## src/rtl/fifo_uart_tx.sv

```systemverilog
// UART transmitter that pulls characters from an upstream synchronous FIFO.
// Frames are 8N1 by default, with an optional even-parity bit.
module fifo_uart_tx #(
  parameter int DATA_WIDTH   = 8,
  parameter int CLKS_PER_BIT = 16,
  parameter int PARITY_EN    = 0
) (
  input  logic                  clk,
  input  logic                  rst,
  input  logic                  enable,
  input  logic                  fifo_empty,
  input  logic [DATA_WIDTH-1:0] fifo_data,
  output logic                  fifo_rd,
  output logic                  tx,
  output logic                  busy
);

  localparam int BW = (CLKS_PER_BIT > 1) ? $clog2(CLKS_PER_BIT) : 1;
  localparam int CW = (DATA_WIDTH > 1) ? $clog2(DATA_WIDTH) : 1;
  localparam logic [BW-1:0] BAUD_LAST = BW'(CLKS_PER_BIT - 1);
  localparam logic [CW-1:0] BIT_LAST  = CW'(DATA_WIDTH - 1);

  typedef enum logic [2:0] {
    IDLE,
    FETCH,
    WAIT,
    START,
    DATA,
    PARITY,
    STOP
  } state_e;

  state_e                  state_q, state_d;
  logic [BW-1:0]           baud_q, baud_d;
  logic [CW-1:0]           bit_q, bit_d;
  logic [DATA_WIDTH-1:0]   shift_q, shift_d;
  logic                    par_q, par_d;
  logic                    tx_q, tx_d;
  logic                    rd_q, rd_d;
  logic                    baud_end;
  logic                    in_bit;
  logic                    start_ok;

  assign baud_end = (baud_q == BAUD_LAST);
  assign start_ok = enable && !fifo_empty;
  assign in_bit   = (state_q == START) || (state_q == DATA) ||
                    (state_q == PARITY) || (state_q == STOP);

  always_comb begin
    state_d = state_q;
    bit_d   = bit_q;
    shift_d = shift_q;
    par_d   = par_q;
    baud_d  = (!in_bit || baud_end) ? '0 : baud_q + 1'b1;

    unique case (state_q)
      IDLE: begin
        if (start_ok) state_d = FETCH;
      end
      FETCH: begin
        state_d = WAIT;
      end
      WAIT: begin
        // Read data is valid one cycle after the pop strobe.
        shift_d = fifo_data;
        par_d   = ^fifo_data;
        state_d = START;
      end
      START: begin
        if (baud_end) begin
          state_d = DATA;
          bit_d   = '0;
        end
      end
      DATA: begin
        if (baud_end) begin
          shift_d = shift_q >> 1;
          if (bit_q == BIT_LAST) begin
            state_d = (PARITY_EN != 0) ? PARITY : STOP;
          end else begin
            bit_d = bit_q + 1'b1;
          end
        end
      end
      PARITY: begin
        if (baud_end) state_d = STOP;
      end
      STOP: begin
        if (baud_end) state_d = start_ok ? FETCH : IDLE;
      end
      default: begin
        state_d = IDLE;
      end
    endcase
  end

  // Outputs are registered, so they are decoded from the next state.
  always_comb begin
    tx_d = 1'b1;
    unique case (state_d)
      START:   tx_d = 1'b0;
      DATA:    tx_d = shift_d[0];
      PARITY:  tx_d = par_d;
      default: tx_d = 1'b1;
    endcase
    rd_d = (state_d == FETCH);
  end

  always_ff @(posedge clk) begin
    if (rst) begin
      state_q <= IDLE;
      baud_q  <= '0;
      bit_q   <= '0;
      shift_q <= '0;
      par_q   <= 1'b0;
      tx_q    <= 1'b1;
      rd_q    <= 1'b0;
    end else begin
      state_q <= state_d;
      baud_q  <= baud_d;
      bit_q   <= bit_d;
      shift_q <= shift_d;
      par_q   <= par_d;
      tx_q    <= tx_d;
      rd_q    <= rd_d;
    end
  end

  assign tx      = tx_q;
  assign fifo_rd = rd_q;
  assign busy    = (state_q != IDLE);

endmodule

```

## config.mk

```make
export PLATFORM = sky130hd
export DESIGN_NAME = fifo_uart_tx
export DESIGN_NICKNAME = d
export VERILOG_FILES = /design/src/rtl/fifo_uart_tx.sv
export SDC_FILE = /design/constraint.sdc
export NUM_CORES = 1
export LEC_CHECK = 0
export CAP_MARGIN = 20
export CORE_MARGIN = 3
export CORE_UTILIZATION = 35
export CTS_CLUSTER_DIAMETER = 40
export CTS_CLUSTER_SIZE = 16
export DETAILED_ROUTE_END_ITERATION = 12
export PLACE_DENSITY_LB_ADDON = 0.25
export SLEW_MARGIN = 20
export SYNTH_ARGS = -nofsm -noshare
export SYNTH_HDL_FRONTEND = slang
export SYNTH_SLANG_ARGS = --single-unit
```

## constraint.sdc

```tcl
create_clock -name clk -period 2.4 [get_ports clk]
set_clock_uncertainty 0.1 [all_clocks]
set_input_delay 0.36 -clock clk [delete_from_list [all_inputs] [get_ports clk]]
set_output_delay 0.36 -clock clk [all_outputs]
set_load 0.005 [all_outputs]
```

==> Yosys cells after proc, flatten, opt, wreduce, memory -nomap -nowiden <==
Index checks and enable logic that the tools add are counted.
{ "totals": {"in_bits": 12, "regBits": 21} }
{ "classes": {"eq_ne": 15, "add_sub_neg": 2, "mux": 16, "n_reduce_logical": 15} }
{ "op_table": {"columns": ["operator", "count"], "rows": [
  ["$mux W3", 9],
  ["$pmux W3 S7", 1],
  ["$eq A3 B3 Y1 const B", 6],
  ["$pmux W8 S2", 1],
  ["$eq A3 B2 Y1 const B", 3],
  ["$mux W8", 1],
  ["$reduce_xor A8 Y1", 1],
  ["$eq A3 B1 Y1 const B", 2],
  ["$ne A2 B2 Y1 const B", 3],
  ["$pmux W3 S2", 1],
  ["$add A4 B1 Y4 const B", 1],
  ["$eq A4 B4 Y1 const B", 1],
  ["$logic_or A1 B1 Y1", 4],
  ["$reduce_and A4 Y1", 1],
  ["$reduce_bool A2 Y1", 2],
  ["$add A3 B1 Y3 const B", 1],
  ["$logic_not A3 Y1", 1],
  ["$pmux W1 S3", 1],
  ["$reduce_bool A3 Y1", 1],
  ["$logic_not A1 Y1", 2],
  ["$mux W1", 2],
  ["$reduce_and A2 Y1", 1],
  ["$reduce_or A2 Y1", 1],
  ["$logic_and A1 B1 Y1", 1]
]} }

==> Logic depth before layout (Yosys ltp) <==
Gate-level depths: netlist of run 1.
{ "depth": {"depth_word": 7, "mapped_depth": 7} }

==> Worst setup path after synthesis of run 1 <==
OpenSTA, ideal clock, no wires.
{ "synth_path": {"kind": "register to register", "start": "reg baud_q[0]", "end": "reg tx_q, in the netlist tx", "setup_ns": 0.137, "path_stages_with_launch": 8, "arrival_ns": 1.597, "slack_ns": 0.566, "path_buffers": 1, "path_cell_list": "dfxtp_1 > ha_1 > and3_4 > buf_6 > a32oi_1 > nor2b_1 > nor4b_1 > a221oi_1"} }
{ "synth_between": {"elab_chain_len": 5, "elab_cells_between_ends": 12, "classes_between": "4 x eq/ne; 8 x mux"} }
{ "synth_rtl": {"columns": ["element", "line", "rtl"], "rows": [
  ["from (decl)", "34", "logic [BW-1:0] baud_q, baud_d;"],
  ["from (signal assigned)", "120", "baud_q <= baud_d;"],
  ["$eq A4 B4 Y1 (*)", "44", "assign baud_end = (baud_q == BAUD_LAST);"],
  ["$mux W3, on equally long branches", null, null],
  ["$pmux W3 S7", "56", "unique case (state_q)"],
  ["$eq A3 B3 Y1 / $eq A3 B2 Y1 (equally long branches)", "100", "unique case (state_d)"],
  ["$pmux W1 S3 (*)", "100", null],
  ["to (signal assigned)", "124", "tx_q <= tx_d;"],
  ["to (decl)", "38", "logic tx_q, tx_d;"]
]} }
Mark *: on every way between the ends. The rest lies on a longest branch, timed or not. The select of a mux whose other input is x is not followed.
A chain may end at the register's enable or synchronous reset.

==> Worst setup path after layout of run 1 <==
{ "layout_path": {"start": "reg state_q[0]", "end": "out busy"} }
{ "layout_between": {"elab_chain_len": 1} }
{ "layout_rtl": {"columns": ["element", "line", "rtl"], "rows": [
  ["from (decl)", "33", "state_e state_q, state_d;"],
  ["from (signal assigned)", "119", "state_q <= state_d;"],
  ["$reduce_bool A3 Y1", "131", "assign busy = (state_q != IDLE);"],
  ["to (decl)", "15", "output logic busy"]
]} }
Every way passes these cells.

==> impl_metrics.csv, run 1 <==
group,metric,value,unit
die,die_area,0.00382,mm^2
die,die_w,61.8,um
power,p_leak,0.455,nW
timing,post-route-period-util,0.861,
logic_synthesis,synth_warnings,0,
timing,holdWs,0.361,ns
final_layout,multi_input_area,631,um^2
placement,finalWeightedCongestion,0.782,
logic_synthesis,postSynthCellCount,119,
logic_synthesis,synth_cell_types,42,
timing,report.final.hold_viol_count,0,
timing,setup_violations,0,
global_routing,antenna_found_initial,0,
setup_path,cp-start-kind,"flip-flop",
power,clkPwrFrac,0.235,
timing,rsz0062_at_grt,"false",
die,coreArea,0.00285,mm^2
power,p_sw,0.203,mW
timing,relSlewSlack,0.686,
global_routing,grt_pass1_vias,856,
logic_synthesis,async_reset_ff_frac,0,
logic_synthesis,synth.net_count,134,
timing,final.setup.tns,0,ns
global_routing,grt-ovfl-total,0,
clock_tree,cts_tree,"yes",
power,total_power,0.732,mW
setup_path,worst-endpoint-required,1.94,ns
setup_path,crit_fanout,10,
die,dieHeight,61.8,um
global_routing,grt_start_max_net_pins,14,
clock_tree,cts.clk_slew.worst_paths,0.11,ns
final_layout,regArea,420,um^2
clock_tree,cts_made_buffers,3,
routing,viasPerCell,5.38,
routing,wl,2160,um
power,power_frac_comb,0.228,
final_layout,fin_nets,152,
timing,timing.fmax,484,MHz
placement,dp_hpwl,1670,um
final_layout,areaGrowthSynthToFinish,18.6,%
clock_tree,numClockSinks,21,
setup_path,cp_data_arrival_time,1.61,ns
routing,ant_nets,0,
power,power-per-cell-area,566,mW/mm^2
routing,firstDrtPassIters,4,
timing,min_period,2.07,ns
clock_tree,htreeDepth,1,
power,p_seq_frac,0.536,
logic_synthesis,avgSynthCellArea,9.17,um^2
logic_synthesis,ys_ff_latch,21,
logic_synthesis,synthFlopType,"dfxtp_1",
die,io_pins,15,
run,maxCapViolCount,0,
setup_path,critPathCaptureType,"output port",
logic_synthesis,synth_edf_count,0,
placement,dp_cells,163,
logic_synthesis,syn_area,0.00109,mm^2
routing,wl_per_cell,13.0,um
routing,drc,0,
final_layout,antenna_cells,0,
setup_path,cpPeakStageDelay,0.45,ns
setup_path,cp_cell_sequence,"or3_1, clkdlybuf4s50_1",
die,rows,19,
routing,vias,899,
routing,drtIter0Drc,28,
die,initial_utilization,0.382,
power,peakVddDrop,334,uV
timing,worstMarginPinSlew,0.470,ns
setup_path,crit_type,"flip-flop to output port",
final_layout,drive_gt1_frac,0.110,
outcome,status,"complete, no violations",
setup_path,critPathSlowestCell,"dfxtp_1",
clock_tree,clock-root-buffer,"clkbuf_4",
clock_tree,clockBufferDepth,2,
global_routing,grt_pass1_wl,3820,um
final_layout,fill_cells,284,
placement,io_buffers,14,
power,p_int,0.529,mW
hold_path,holdCritPathClass,"flip-flop to flip-flop",
clock_tree,ctsResizeCount,0,
clock_tree,hold_buffers,0,
final_layout,fin_util,0.454,
clock_tree,clock_latency,0.31,ns
power,swShare,0.277,
final_layout,final_cells,167,
global_routing,grt.total_usage,0.136,
timing,drv_slew,0,
clock_tree,cts_setup_buffers,0,
logic_synthesis,synth-seq-area-share,0.385,
cells in the mapped netlist (2+ instances only):
master,n,area share
nand2_1,11,0.038
nor2_1,11,0.038
nor3b_1,2,0.014
a21oi_1,11,0.050
buf_2,2,0.0092
nor2b_1,6,0.034
ha_1,3,0.034
mux2i_1,2,0.018
dfxtp_1,21,0.39
or3_1,2,0.011
nand3_1,2,0.0092
xnor2_1,7,0.056
a22oi_1,6,0.041
xor2_1,3,0.024
nand4_1,3,0.017
final timing paths:
check                                 from   endpoint  slack [ns]  depth (start not counted)
worst max-delay path            state_q[0]       busy        0.33                          2
worst min-delay path             baud_q[0]  baud_q[0]        0.36                          1
worst max register to register   baud_q[0]         tx        0.46                          6
worst min register to register   baud_q[0]  baud_q[0]        0.36                          1
critical path, delay by kind of cell (launching register included):
| family | cells | cell delay, ns |
|---|---|---|
| flip-flops | 1 | 0.45 |
| buffers and inverters | 1 | 0.45 |
| AND/OR/NAND/NOR | 1 | 0.40 |
power groups by stage:
stage | sequential, mW | clock [mW] | combinational (mW)
detailed placement | 0.400 | 0 | 0.169
floorplan | 0.389 | 0 | 0.114
global placement | 0.400 | 0 | 0.168
global route | 0.397 | 0.196 | 0.186
CTS | 0.393 | 0.181 | 0.169
finish | 0.393 | 0.172 | 0.167
layer usage:
layer  wire (um)  GRT usage
met1        1050      0.188
met2         988      0.203
met3         103     0.0372
met4          26     0.0455
met5           0          0
cell type report:
class | count | share of cell area
clock buffers | 4 | 0.0203
well taps | 31 | 0.0300
multi-input cells | 91 | 0.487
inverters | 2 | 0.00580
flip-flops and latches | 21 | 0.325
repair buffers | 18 | 0.132
layout by cell type (no fill, tap or decap), drive strengths merged, types with 4 or more instances in the layout:
master | synthesis | final
nand2 | 11 | 11
dfxtp | 21 | 21
a22oi | 6 | 6
clkdlybuf4s50 | 0 | 14
buf | 4 | 4
nor2 | 12 | 12
a21oi | 12 | 12
nor2b | 6 | 6
xnor2 | 7 | 7
clkbuf | 1 | 4
cells by family (layout without fill, tap and decap cells):
| logic type | count (synthesis) | count (layout) | synth area share |
|---|---|---|---|
| flip-flops | 21 | 21 | 0.385 |
| adder cells (fa/ha/maj) | 3 | 3 | 0.0344 |
| XOR/XNOR | 10 | 10 | 0.0803 |
| AND/OR/NAND/NOR | 49 | 49 | 0.263 |
| buffers and inverters | 7 | 24 | 0.0367 |
| multiplexers | 2 | 2 | 0.0183 |
| AO/OA/AOI/OAI | 27 | 27 | 0.182 |
sequential cells by signal, indices dropped and copies added, names as in the netlist:
register,count
baud_q,4
fifo_rd,1
bit_q,3
par_q,1
state_q,3
tx,1
shift_q,8
per-stage QoR:
| stage | area (um^2) | setup WS, ns |
|---|---|---|
| 2_1_floorplan | 1090 | 0.566 |
| 3_3_place_gp | 1270 | 0.487 |
| 3_5_place_dp | 1270 | 0.494 |
| 4_1_cts | 1290 | 0.319 |
| 5_1_grt | 1290 | 0.240 |
| 6_report | 1290 | 0.335 |
Power figures use the tool's default switching activity.
==> inputs of run 2 (changes only) <==
Settings changed: CORE_ASPECT_RATIO from default to 0.7.
==> run 2 against run 1 <==
  * Non-clock buffer count is 1 lower
  * Count of clock-buffer cells in the layout stayed put
  * Combinational power about the same
  * Flip-flop and latch count unchanged
  * First-iteration DRC count grew 32%
  * Worst setup slack worse by 0.015 ns
  * Via count is 1.8% higher
  * Hold slack got worse by 0.0079 ns
  * Largest cell class unchanged
  * Critical endpoint is now tx
  * Maximum frequency fell by 0.73%
  * Largest power group unchanged
  * Sequential power about the same
  * Critical path depth increased by 3
  * Highest routed layer unchanged
==> impl_metrics.csv, run 2 (same netlist as run 1, synthesis figures left out) <==
group,metric,value,unit
global_routing,grt_start_max_net_pins,12,
setup_path,critPathCaptureType,"flip-flop",
setup_path,worst-endpoint-required,2.44,ns
clock_tree,clock-root-buffer,"clkbuf_8",
timing,timing.final.ws_setup,0.320,ns
setup_path,critical_path_buf_inv_count,0,
setup_path,cp_data_arrival_time,2.12,ns
final_layout,largest_reg_flops,8,
placement,finalWeightedCongestion,0.850,
clock_tree,hold_buffers,0,
global_routing,grt_pass1_vias,860,
power,p_sw,0.208,mW
global_routing,grt_pass1_wl,4000,um
hold_path,holdCritPathClass,"flip-flop to flip-flop",
clock_tree,cts_made_buffers,3,
timing,rsz0062_at_grt,"false",
global_routing,antenna_found_initial,0,
die,dieHeight,52.7,um
die,die_w,72.7,um
global_routing,grt.total_usage,0.138,
power,swShare,0.263,
clock_tree,ctsResizeCount,0,
timing,setup_violations,0,
routing,drtIter0Drc,37,
routing,ant_nets,0,
placement,dp_hpwl,1830,um
timing,min_period,2.08,ns
die,coreArea,0.00288,mm^2
power,power-per-cell-area,602,mW/mm^2
power,p_int,0.581,mW
final_layout,antenna_cells,0,
clock_tree,cts_setup_buffers,0,
run,maxCapViolCount,0,
final_layout,drive_gt1_frac,0.104,
power,total_power,0.789,mW
setup_path,r2r_slack,0.32,ns
setup_path,crit_type,"flip-flop to flip-flop",
clock_tree,numClockSinks,21,
die,die_area,0.00383,mm^2
setup_path,critPathSlowestCell,"nor3b_1",
outcome,status,"complete, no violations",
power,clkPwrFrac,0.291,
timing,report.final.hold_viol_count,0,
setup_path,cpPeakStageDelay,0.59,ns
power,p_leak,0.458,nW
power,power_frac_comb,0.210,
timing,final.setup.tns,0,ns
die,initial_utilization,0.378,
clock_tree,cts_tree,"yes",
clock_tree,clockBufferDepth,2,
die,io_pins,15,
setup_path,crit_fanout,10,
final_layout,biggestRegsByFlops,"shift_q x8, baud_q x4",
clock_tree,htreeDepth,1,
routing,drc,0,
setup_path,cp-start-kind,"flip-flop",
final_layout,fin_nets,151,
routing,wl,2380,um
hold_path,min-delay-start,"baud_q[0]",
placement,io_buffers,14,
timing,timing.fmax,481,MHz
timing,relSlewSlack,0.583,
power,p_seq_frac,0.498,
final_layout,mostFrequentLayoutCells,"dfxtp_1, clkdlybuf4s50_1, nand2_1, a21oi_1, nor2_1",
timing,post-route-period-util,0.867,
clock_tree,cts.clk_slew.worst_paths,0.08,ns
setup_path,startpoint,"state_q[0]",
routing,viasPerCell,5.35,
timing,drv_slew,0,
setup_path,critPathTopFamily,"simple AND/OR/NAND/NOR gates",
power,peakVddDrop,347,uV
setup_path,cp_cell_sequence,"nor3b_1, a21oi_2, a22o_1, and4bb_1, a221oi_1",
die,rows,16,
routing,firstDrtPassIters,5,
routing,vias,915,
global_routing,grt-ovfl-total,0,
timing,worstMarginPinSlew,0.624,ns
placement,place_ws,0.327,ns
final_layout,areaGrowthSynthToFinish,20.2,%
timing,holdWs,0.353,ns
final_layout,regMostFlops,"shift_q",
final_layout,fill_cells,294,
setup_path,r2r_start,"state_q[0]",
clock_tree,clock_latency,0.26,ns
routing,wl_per_cell,13.9,um
final_layout,layout_commonest_cell,"dfxtp_1",
[run 2: layout make-up]
type	instances	area, um^2	share of cell area
Multi-Input combinational cell	91	631	0.481
Sequential cell	21	420	0.321
Clock buffer	4	45.0	0.0344
Timing Repair Buffer	17	163	0.124
Inverter	2	7.51	0.00573
Tap cell	36	45.0	0.0344
[run 2: worst paths after layout]
check	depth (start not counted)	end
worst max register to register	5	tx
worst max-delay path	5	tx
worst min register to register	1	baud_q[0]
worst min-delay path	1	baud_q[0]
[run 2: power by group through the flow]
stage	sequential (mW)	clock [mW]	combinational (mW)
after floorplan	0.389	0	0.114
after global placement	0.400	0	0.166
after detailed placement	0.401	0	0.167
after CTS	0.393	0.237	0.168
after global routing	0.397	0.253	0.184
final	0.393	0.230	0.166
[run 2: metal layers]
layer | track usage | vias to the layer above | part of all wire
li1 | - | 462 | -
met3 | 0.0460 | 2 | 0.037
met4 | 0.0245 | 0 | 0.0055
met5 | 0 | - | 0
met2 | 0.211 | 13 | 0.44
met1 | 0.188 | 438 | 0.52
[run 2: worst reg2reg max path, cell delays in order, from the launching register on]
cell      delay (ns)
dfxtp_1         0.44
nor3b_1         0.60
a21oi_2         0.23
a22o_1          0.28
and4bb_1        0.27
a221oi_1        0.05
[run 2: per-stage QoR]
step / instances / util / instance area [um^2]
finish: 171 / 0.455 / 1310
global route: 171 / 0.455 / 1310
CTS: 171 / 0.455 / 1310
detailed placement: 167 / 0.439 / 1270
global placement: 167 / 0.439 / 1270
floorplan: 119 / - / 1090
